===== src/rtl/irq_fetch_pkg.sv =====
// Shared types and helpers for the APB interrupt-acknowledge fetcher.
// The optional IRQ_FETCH_FIFO_EN build uses FIFO_DEPTH for the event buffer.
package irq_fetch_pkg;

  typedef enum logic [1:0] {
    ST_IDLE   = 2'd0,
    ST_SETUP  = 2'd1,
    ST_ACCESS = 2'd2,
    ST_HOLD   = 2'd3
  } fetch_state_e;

  localparam int EVT_ID_W   = 5;
  localparam int FIFO_DEPTH = 4;

  // Index of the highest set bit; 0 for a zero word, callers gate on zero.
  function automatic logic [EVT_ID_W-1:0] highest_set_bit(input logic [31:0] word);
    logic [EVT_ID_W-1:0] idx;
    idx = '0;
    for (int i = 0; i < 32; i++) begin
      if (word[i]) idx = EVT_ID_W'(i);
    end
    return idx;
  endfunction

endpackage


===== src/rtl/irq_fetch_fifo.sv =====
// Small synchronous FIFO for event indices; push when full and pop when
// empty are ignored.
module irq_fetch_fifo #(
  parameter int DEPTH = 4,
  parameter int WIDTH = 5
) (
  input  logic             clk,
  input  logic             rst_n,
  input  logic             i_push,
  input  logic [WIDTH-1:0] i_data,
  input  logic             i_pop,
  output logic [WIDTH-1:0] o_data,
  output logic             o_full,
  output logic             o_empty
);

  localparam int AW = (DEPTH > 1) ? $clog2(DEPTH) : 1;
  localparam int CW = $clog2(DEPTH + 1);

  logic [WIDTH-1:0] r_mem [DEPTH];
  logic [AW-1:0]    r_wptr;
  logic [AW-1:0]    r_rptr;
  logic [CW-1:0]    r_count;
  logic             w_do_push;
  logic             w_do_pop;

  assign w_do_push = i_push && !o_full;
  assign w_do_pop  = i_pop && !o_empty;
  assign o_full    = (r_count == CW'(DEPTH));
  assign o_empty   = (r_count == '0);
  assign o_data    = r_mem[r_rptr];

  always_ff @(posedge clk or negedge rst_n) begin
    if (!rst_n) begin
      for (int i = 0; i < DEPTH; i++) r_mem[i] <= '0;
      r_wptr  <= '0;
      r_rptr  <= '0;
      r_count <= '0;
    end else begin
      if (w_do_push) begin
        r_mem[r_wptr] <= i_data;
        r_wptr        <= (r_wptr == AW'(DEPTH - 1)) ? '0 : r_wptr + AW'(1);
      end
      if (w_do_pop) begin
        r_rptr <= (r_rptr == AW'(DEPTH - 1)) ? '0 : r_rptr + AW'(1);
      end
      case ({w_do_push, w_do_pop})
        2'b10:   r_count <= r_count + CW'(1);
        2'b01:   r_count <= r_count - CW'(1);
        default: r_count <= r_count;
      endcase
    end
  end

endmodule


===== src/rtl/apb_irq_fetch.sv =====
// APB read initiator: on irq_i reads the acknowledge register and delivers the
// highest set bit as an event index. Define IRQ_FETCH_FIFO_EN for a 4-deep buffer.
module apb_irq_fetch
  import irq_fetch_pkg::*;
#(
  parameter int                        APB_ADDR_WIDTH = 12,
  parameter logic [APB_ADDR_WIDTH-1:0] ACK_OFFSET     = 12'h008,
  parameter int                        HOLDOFF        = 2
) (
  input  logic                      HCLK,
  input  logic                      HRESETn,
  output logic [APB_ADDR_WIDTH-1:0] PADDR,
  output logic [31:0]               PWDATA,
  output logic                      PWRITE,
  output logic                      PSEL,
  output logic                      PENABLE,
  input  logic [31:0]               PRDATA,
  input  logic                      PREADY,
  input  logic                      PSLVERR,
  input  logic                      irq_i,
  output logic                      evt_valid_o,
  output logic [EVT_ID_W-1:0]       evt_id_o,
  input  logic                      evt_ready_i,
  output logic                      err_o
);

  localparam logic [3:0] HOLD_LOAD = (HOLDOFF > 0) ? 4'(HOLDOFF - 1) : 4'd0;

  fetch_state_e        r_state;
  fetch_state_e        w_next;
  logic [3:0]          r_hold_cnt;
  logic                r_psel;
  logic                r_penable;
  logic                r_err;
  logic                w_complete;
  logic                w_push;
  logic                w_pop;
  logic                w_full;
  logic [EVT_ID_W-1:0] w_push_id;

  // Event port: an index transfers on a rising edge with evt_valid_o && evt_ready_i;
  // evt_valid_o never drops and evt_id_o never changes until that transfer.
  assign w_complete = (r_state == ST_ACCESS) && PREADY;
  assign w_push     = w_complete && !PSLVERR && (PRDATA != 32'd0);
  assign w_push_id  = highest_set_bit(PRDATA);
  assign w_pop      = evt_valid_o && evt_ready_i;

  always_comb begin
    w_next = r_state;
    case (r_state)
      ST_IDLE:   if (irq_i && !w_full) w_next = ST_SETUP;
      ST_SETUP:  w_next = ST_ACCESS;
      ST_ACCESS: if (PREADY) w_next = (HOLDOFF == 0) ? ST_IDLE : ST_HOLD;
      ST_HOLD:   if (r_hold_cnt == 4'd0) w_next = ST_IDLE;
      default:   w_next = ST_IDLE;
    endcase
  end

  // APB strobes are registered from the next state so they come straight off flops.
  always_ff @(posedge HCLK or negedge HRESETn) begin
    if (!HRESETn) begin
      r_state    <= ST_IDLE;
      r_psel     <= 1'b0;
      r_penable  <= 1'b0;
      r_hold_cnt <= 4'd0;
      r_err      <= 1'b0;
    end else begin
      r_state   <= w_next;
      r_psel    <= (w_next == ST_SETUP) || (w_next == ST_ACCESS);
      r_penable <= (w_next == ST_ACCESS);
      r_err     <= w_complete && PSLVERR;
      if (w_complete) begin
        r_hold_cnt <= HOLD_LOAD;
      end else if ((r_state == ST_HOLD) && (r_hold_cnt != 4'd0)) begin
        r_hold_cnt <= r_hold_cnt - 4'd1;
      end
    end
  end

  assign PSEL    = r_psel;
  assign PENABLE = r_penable;
  assign PADDR   = r_psel ? ACK_OFFSET : '0;
  assign PWDATA  = 32'd0;
  assign PWRITE  = 1'b0;
  assign err_o   = r_err;

`ifdef IRQ_FETCH_FIFO_EN
  logic w_empty;

  irq_fetch_fifo #(
    .DEPTH (FIFO_DEPTH),
    .WIDTH (EVT_ID_W)
  ) u_fifo (
    .clk     (HCLK),
    .rst_n   (HRESETn),
    .i_push  (w_push),
    .i_data  (w_push_id),
    .i_pop   (w_pop),
    .o_data  (evt_id_o),
    .o_full  (w_full),
    .o_empty (w_empty)
  );

  assign evt_valid_o = !w_empty;
`else
  logic                r_valid;
  logic [EVT_ID_W-1:0] r_id;

  // A read only starts with the register empty, so push and pop never collide.
  always_ff @(posedge HCLK or negedge HRESETn) begin
    if (!HRESETn) begin
      r_valid <= 1'b0;
      r_id    <= '0;
    end else if (w_push) begin
      r_valid <= 1'b1;
      r_id    <= w_push_id;
    end else if (w_pop) begin
      r_valid <= 1'b0;
    end
  end

  assign evt_valid_o = r_valid;
  assign evt_id_o    = r_id;
  assign w_full      = r_valid;
`endif

endmodule


===== config.mk =====
export PLATFORM = sky130hd
export DESIGN_NAME = apb_irq_fetch
export DESIGN_NICKNAME = d
export VERILOG_FILES = /design/src/rtl/irq_fetch_pkg.sv /design/src/rtl/irq_fetch_fifo.sv /design/src/rtl/apb_irq_fetch.sv
export SDC_FILE = /design/constraint.sdc
export NUM_CORES = 1
export LEC_CHECK = 0
export ABC_AREA = 1
export BUFFER_PORTS_ARGS = -buffer_cell sky130_fd_sc_hd__buf_2
export CAP_MARGIN = 20
export CORE_ASPECT_RATIO = 0.5
export CORE_MARGIN = 2
export CORE_UTILIZATION = 42
export DETAILED_ROUTE_END_ITERATION = 10
export PLACE_DENSITY = 0.81
export SETUP_SLACK_MARGIN = 0.4
export SYNTH_ARGS = -nofsm -noshare
export SYNTH_HDL_FRONTEND = slang
export SYNTH_HIERARCHICAL = 1
export SYNTH_SLANG_ARGS = --single-unit

===== constraint.sdc =====
create_clock -name HCLK -period 2.3 [get_ports HCLK]
set_input_delay 0.115 -clock HCLK [delete_from_list [all_inputs] [get_ports HCLK]]
set_output_delay 0.115 -clock HCLK [all_outputs]
set_load 0.01 [all_outputs]

; Word-level counts from Yosys, hierarchy flattened
; Index checks and enable logic that the tools add are counted.
[totals]
regBits = 15
wordCells = 69
out_inout_bits = 54
in_bits = 38
[op_classes]
eq_ne = 5
add_sub_neg = 1
mux = 40
n_reduce_logical = 16
[op_table]
columns = cell, count
row1 = $mux 5, 28
row2 = $reduce_bool 32->1, 1
row3 = $mux 4, 3
row4 = $mux 2, 5
row5 = $pmux 2 s4, 1
row6 = $logic_and 1x1->1, 7
row7 = $eq 2x2->1 const B, 3
row8 = $eq 2x1->1 const B, 2
row9 = $logic_not 4->1, 1
row10 = $reduce_bool 2->1, 2
row11 = $reduce_bool 4->1, 1
row12 = $sub 4x1->4 const B, 1
row13 = $mux 1, 3
row14 = $logic_not 1->1, 2
row15 = $logic_not 2->1, 1
row16 = $logic_or 1x1->1, 1

; Longest topological paths before layout
; Gate-level depths: netlist of the first run.
[logic_depth]
word_depth = 31
ltp_mapped = 31
ltp_nobuf = 31

; Least setup slack after synthesis of the first run
; Ideal clock, no wire load.
[synth_timing]
kind = reg2reg
from = reg r_state[1]
to = reg r_id[1] (netlist: evt_id_o[1])
setup_slack_ns = 0.659
t_arrival_ns = 1.514
path_buffers = 0
synth_period_minus_slack_ns = 1.641
setup_time_ns = 0.127
stages_incl_launch_ff = 8
required_time_ns = 2.173
cell_sequence = dfrtp_1 nand2_1 nor2_1 inv_1 nor3_1 inv_2 nor3_1 a21oi_1
[synth_between]
elab_chain_cells = 4
[synth_rtl]
columns = item, line
row1 = "start, declared", apb_irq_fetch.sv:29  ; fetch_state_e r_state;
row2 = "start signal, assigned", apb_irq_fetch.sv:68  ; r_state <= w_next;
row3 = $eq 2x2->1, apb_irq_fetch.sv:43  ; assign w_complete = (r_state == ST_ACCESS) && PREADY;
row4 = $logic_and 1x1->1, apb_irq_fetch.sv:43
row5 = $logic_and 1x1->1 (2 in a row), apb_irq_fetch.sv:44  ; assign w_push = w_complete && !PSLVERR && (PRDATA != 32'd0);
row6 = "end signal, assigned", apb_irq_fetch.sv:116  ; r_id <= w_push_id;
row7 = "end, declared", apb_irq_fetch.sv:107  ; logic [EVT_ID_W-1:0] r_id;
; No other way between the ends.
; A chain may end at the register's enable or synchronous reset.

; Final worst setup path of the first run
[layout_timing]
from = reg r_hold_cnt[0]
to = reg r_psel (netlist: PSEL)
[layout_between]
elab_chain_cells = 5
word_cells_on_any_way = 6
classes_between = eq/ne: 2 / mux: 2 / reduce/logical: 2
[layout_rtl]
columns = item, line
row1 = "start, declared", apb_irq_fetch.sv:31  ; logic [3:0] r_hold_cnt;
row2 = "start signal, assigned", apb_irq_fetch.sv:75  ; r_hold_cnt <= r_hold_cnt - 4'd1;
row3 = $logic_not 4->1 *, apb_irq_fetch.sv:54  ; ST_HOLD: if (r_hold_cnt == 4'd0) w_next = ST_IDLE;
row4 = $mux 2 *, apb_irq_fetch.sv:54
row5 = $pmux 2 s4 *, apb_irq_fetch.sv:50  ; case (r_state)
row6 = $eq 2x1->1 or $eq 2x2->1 (tied branches), apb_irq_fetch.sv:69  ; r_psel <= (w_next == ST_SETUP) || (w_next == ST_ACCESS);
row7 = $logic_or 1x1->1 *, apb_irq_fetch.sv:69
row8 = "end signal, assigned", apb_irq_fetch.sv:69
row9 = "end, declared", apb_irq_fetch.sv:32  ; logic r_psel;
; Every way passes the cells marked *; elsewhere a longest branch is shown, timed or not.

==> results of run 1 <==
area by class of cell:
type,count,area share [%]
multi-input combinational,150,42.8
sequential,15,24.6
timing repair buffer,48,16.1
inverter,42,10.3
tap,40,3.28
clock buffer,4,2.95
logic make-up (layout without fill, tap and decap cells):
| group | Yosys count | after routing | synth area share (%) |
|---|---|---|---|
| DFF | 15 | 15 | 27.9 |
| and+or+nand+nor | 88 | 88 | 26.0 |
| buffers and inverters | 87 | 94 | 36.8 |
| other | 1 | 44 | 0.278 |
| adders and majority gates | 2 | 2 | 1.86 |
| xor gates and xnor gates | 1 | 1 | 0.650 |
| AOI/OAI and AO/OA | 15 | 15 | 6.59 |
timing repair:
| item | in CTS | in global routing |
|---|---|---|
| gates cloned | 0 | 0 |
| setup endpoints to repair | 1 | 1 |
| gates resized for setup | 1 | 2 |
| hold buffers | 1 | 0 |
| endpoints found under the hold margin | 15 | 0 |
worst paths after layout:
kind / slack [ps] / cells past startpoint / start / end
hold / removal: 30 / 2 / evt_ready_i / evt_valid_o
setup / recovery: 650 / 10 / r_hold_cnt[0] / PSEL
setup reg to reg: 650 / 10 / r_hold_cnt[0] / PSEL
hold reg to reg: 530 / 2 / evt_id_o[0] / evt_id_o[0]
max in group asynchronous: 1760 / 2 / HRESETn / r_hold_cnt[3]
min in group asynchronous: 290 / 2 / HRESETn / r_hold_cnt[0]
power by group through the flow:
stage          clock network, W  logic [W]  registers (W)
2_1_floorplan                 0   0.000352       0.000437
3_3_place_gp                  0   0.000445       0.000415
3_5_place_dp                  0   0.000455       0.000423
4_1_cts                0.000220   0.000462       0.000418
5_1_grt                0.000232   0.000538       0.000433
6_report               0.000217   0.000470       0.000421
placed cells by master (no fill, tap or decap), drive strengths merged:
| cell | instances |
|---|---|
| a31oi | 5 |
| dfrtp | 15 |
| nor3 | 3 |
| o21bai | 1 |
| dlygate4sd3 | 1 |
| o21ai | 4 |
| ha | 2 |
| a21oi | 4 |
| or4 | 1 |
| nor2 | 28 |
| nand2 | 49 |
| xnor2 | 1 |
| clkbuf | 4 |
| conb | 44 |
| nand3 | 4 |
| o22ai | 1 |
| inv | 42 |
| nor4 | 3 |
| buf | 47 |
layer usage:
| metal | global-route usage [%] | vias up | routed length, um |
|---|---|---|---|
| met2 | 24.0 | 45 | 1220 |
| met3 | 2.99 | 5 | 184 |
| met4 | 8.39 | 0 | 53 |
| li1 | - | 635 | - |
| met1 | 13.2 | 533 | 906 |
| met5 | 0 | - | 0 |
sequential cells by signal, summed over array words and instances, names as in the netlist:
name / count
PENABLE: 1
PSEL: 1
err_o: 1
evt_id_o: 5
evt_valid_o: 1
r_hold_cnt: 4
r_state: 2
per-stage QoR:
| step | hold slack (ps) | utilization [%] | instances | power, W | area, sq um |
|---|---|---|---|---|---|
| 6_report | 25.5 | 50.4 | 299 | 0.00111 | 1530 |
| 3_3_place_gp | 31.7 | 48.1 | 294 | 0.000860 | 1460 |
| 2_1_floorplan | -181 | - | 252 | 0.000789 | 1510 |
| 4_1_cts | 24.1 | 50.0 | 299 | 0.00110 | 1520 |
| 3_5_place_dp | 36.6 | 48.1 | 294 | 0.000878 | 1460 |
| 5_1_grt | 24.6 | 50.4 | 299 | 0.00120 | 1530 |
==> impl_metrics.yaml, run 1 <==
status:
  outcome: "finished, final reports clean"
synthesis:
  ys.flop_type: "dfrtp_1"
  yosysSeqAreaShare_pct: 27.9
  synth_edf_count: 0
  yosys_register_bits: 15
  ys_top_cells_by_area: "dfrtp_1, buf_4, nand2_1"
  yosysWarnings: 6
  syn_avg_cell_area_sq_um: 6.45
  syn_inst: 209
  yosys-top-cells-count: "nand2_1, buf_4, inv_1"
  netlist-cell-type-count: 20
  syn_area_sq_mm: 0.00135
  synth.largest_area_cell: "dfrtp_1"
  yosysTopAreaCellShare_pct: 27.9
  ys_async_sr_fraction_pct: 100
  yosysMostFrequentCell: "nand2_1"
placed_design:
  dpl.hpwl_um: 1970
  place_ws_ps: 412
  place.gp.congestion: 0.773
  port_buffers: 47
final_layout:
  syn_to_final_growth_pct: 13.4
  fillers: 289
  seq_area_sq_um: 375
  multiInputGateArea_sq_um: 654
  layout.nets: 300
  n_antenna_cell: 0
  drive_gt1_share_pct: 23.2
global_routing:
  grt_max_degree: 16
  grt_pass1_vias: 967
  antenna_found_initial: 0
  grt_pass1_wl_um: 3720
  track_usage_pct: 12.7
  grt_overflow: 0
worst_setup_path:
  worst-path-buf-inv: 4
  cp_slowest_cell: "dfrtp_1"
  cp-end-kind: "flip-flop"
  crit_fanout: 3
  cpMostUsedCell: "inv_1"
  crit_family: "adder cells"
  cp.required_ps: 2500
  max_stage_delay_ps: 380
  crit_chain: "inv_1, ha_1, inv_1, nor3_2, nor2_1, nor2_1, inv_1, a31oi_2, ha_1, inv_1"
  critPathArrivalTime_ps: 1840
  critPathKind: "reg -> reg"
  start_kind: "flip-flop"
detailed_routing:
  drc_errors: 0
  drt_wl_total_um: 2360
  ant_nets: 0
  drtIter0Drc: 29
  avgViaCountPerCell: 4.07
  drt_pass1_iterations: 4
  vias: 1218
  wire_per_inst_um: 7.90
sta:
  slew_headroom_pct: 65.6
  tightest_slew_ps: 513
  fmax_mhz: 608
  min_period_ps: 1650
  worst_slack_ps: 655
  setup_viol: 0
  fin_setup_tns_ps: 0
  rsz0062_at_grt: "no"
  drv_slew: 0
  hold_viol: 0
  fin_worst_skew_ps: 6.68
  period_share_pct: 71.5
job:
  drv_cap: 0
clock_network:
  htree_levels: 1
  cts-buffers-inserted: 3
  clk_pin_slew_ps: 60
  cts_sinks: 15
  clockBufferDepth: 2
  clockRootBuffer: "clkbuf_8"
  clk_latency_ps: 250
  cts_setup_buffers: 0
  cts_tree: "done"
floorplan:
  fp-row-count: 14
  dieArea_sq_mm: 0.00371
  ios: 92
  core-area_sq_mm: 0.00303
  initial_core_util_pct: 44.5
  die_y_um: 44.1
  die_w_um: 84.1
power:
  switching_power_w: 0.000440
  p_seq_share_pct: 38.0
  ir_drop_mv: 0.456
  p_sw_share_pct: 39.8
  combPwrFrac_pct: 42.4
  intPower_w: 0.000667
  power_frac_clock_pct: 19.6
  leakagePower_nw: 0.929
  p_per_area_mw_per_mm2: 725
hold_path:
  hold_class: "in -> reg"
Power figures use the tool's default switching activity.
==> run 2: changes to the inputs <==
CORE_UTILIZATION = 38   (was 42)
PLACE_DENSITY = 0.77   (was 0.81)
clock period = 1.3 ns   (was 2.3 ns; I/O delays follow)
==> impl_metrics.yaml, run 2 (synthesis gave the netlist of run 1 again) <==
status:
  outcome: "finished with violations"
  failed_checks: "negative setup slack"
clock_network:
  cts-buffers-inserted: 3
  htree_levels: 1
  cts_sinks: 15
  clockBufferDepth: 2
  clk_pin_slew_ps: 60
  clk_latency_ps: 250
  clockRootBuffer: "clkbuf_8"
  cts_tree: "done"
floorplan:
  die_y_um: 46.1
  dieArea_sq_mm: 0.00407
  die_w_um: 88.2
  fp-row-count: 15
  ios: 92
  core-area_sq_mm: 0.00342
  initial_core_util_pct: 39.5
placed_design:
  dp_cells: 333
  port_buffers: 47
  place.gp.congestion: 0.775
  dpl.hpwl_um: 2360
  place_ws_ps: -472
  postPlaceCellArea_sq_mm: 0.00177
detailed_routing:
  wire_per_inst_um: 10.4
  drt_wl_total_um: 3690
  drtIter0Drc: 61
  avgViaCountPerCell: 4.11
  drc_errors: 0
  drt_pass1_iterations: 4
  ant_nets: 0
  vias: 1452
worst_setup_path:
  start_kind: "flip-flop"
  max_stage_delay_ps: 410
  cp-end-kind: "flip-flop"
  crit_fanout: 2
  cp_slowest_cell: "dfrtp_1"
  critPathArrivalTime_ps: 1830
  critPathKind: "reg -> reg"
  crit_family: "flip-flops"
  cp.required_ps: 1500
  crit_chain: "inv_2, ha_4, inv_2, nor3_2, nor2_1, nor2_1, inv_1, a31oi_2, ha_1, inv_1"
  worst-path-buf-inv: 4
power:
  ir_drop_mv: 0.569
  p_per_area_mw_per_mm2: 1440
  leakagePower_nw: 1.19
final_layout:
  largest_register_ffs: 5
  final_cells: 353
  utilization_pct: 60.8
  stdcell_area_sq_mm: 0.00208
  layout.nets: 343
  n_antenna_cell: 0
  mostFrequentLayoutCells: "nand2_1, conb_1, buf_2, buf_4, inv_1"
  drive_gt1_share_pct: 42.7
  fillers: 288
  syn_to_final_growth_pct: 54.2
global_routing:
  grt_pass1_vias: 1322
  antenna_found_initial: 0
  grt_max_degree: 16
  grt_overflow: 0
  track_usage_pct: 16.5
  grt_pass1_wl_um: 5180
sta:
  rsz0062_at_grt: "yes"
  drv_slew: 0
  fin_worst_skew_ps: 0.492
  period_share_pct: 126
  setup_viol: 12
  hold_viol: 0
  worst_slack_ps: -332
  min_period_ps: 1630
  fmax_mhz: 613
hold_path:
  hold_class: "in -> reg"
job:
  drv_cap: 0
[run 2: area by class of cell]
type	count	area (sq um)	area share (%)
timing repair buffer	91	627	30.2
tap	51	63.8	3.07
sequential	15	375	18.1
multi-input combinational	150	797	38.4
clock buffer	4	45.0	2.17
inverter	42	170	8.19
[run 2: tightest hold or removal path, delay by kind of cell]
family          cells  cell delay (ps)
buf+inv             2              170
compound gates      1               80
[run 2: final timing paths]
check,startpoint,endpoint,slack [ps],cells past startpoint
setup / recovery,r_hold_cnt[0],PSEL,-330,10
hold / removal,irq_i,r_state[0],100,3
setup reg to reg,r_hold_cnt[0],PSEL,-330,10
hold reg to reg,evt_id_o[0],evt_id_o[0],540,2
max in group asynchronous,HRESETn,r_hold_cnt[3],790,2
min in group asynchronous,HRESETn,PSEL,260,2
[run 2: per-stage QoR]
step	power, W	setup TNS (ps)	hold WS (ps)
global route	0.00319	-3300	106
finish	0.00299	-1970	99.0
global placement	0.00190	-2290	-18.8
detailed placement	0.00196	-2670	-16.1
CTS	0.00259	-1370	58.4
floorplan	0.00147	-459	-231
[run 2: power by group]
part / leakage [nW] / internal [W] / switching [W] / total (W)
Combinational: 1.00 / 0.000949 / 0.000904 / 0.00185
Sequential: 0.168 / 0.000637 / 0.000107 / 0.000744
Clock: 0.0228 / 0.000218 / 0.000171 / 0.000388
Total: 1.19 / 0.00180 / 0.00118 / 0.00299
[run 2: repair_timing]
| action | 4_1_cts | 5_1_grt |
|---|---|---|
| setup endpoints to repair | 15 | 15 |
| hold buffers | 2 | 0 |
| pin swaps | 8 | 6 |
| buffers inserted | 7 | 7 |
| hold endpoints to repair | 16 | 0 |
| resized for setup | 18 | 16 |
[run 2: per-layer routing]
layer  track usage [%]  part of all wire [%]  wire (um)  vias to the layer above
met4              9.70                   4.3        158                        0
li1                  -                     -          -                      724
met5                 0                     0          0                        -
met2              34.4                    54       2000                       65
met3              2.69                   6.9        254                       17
met1              15.9                    35       1280                      646
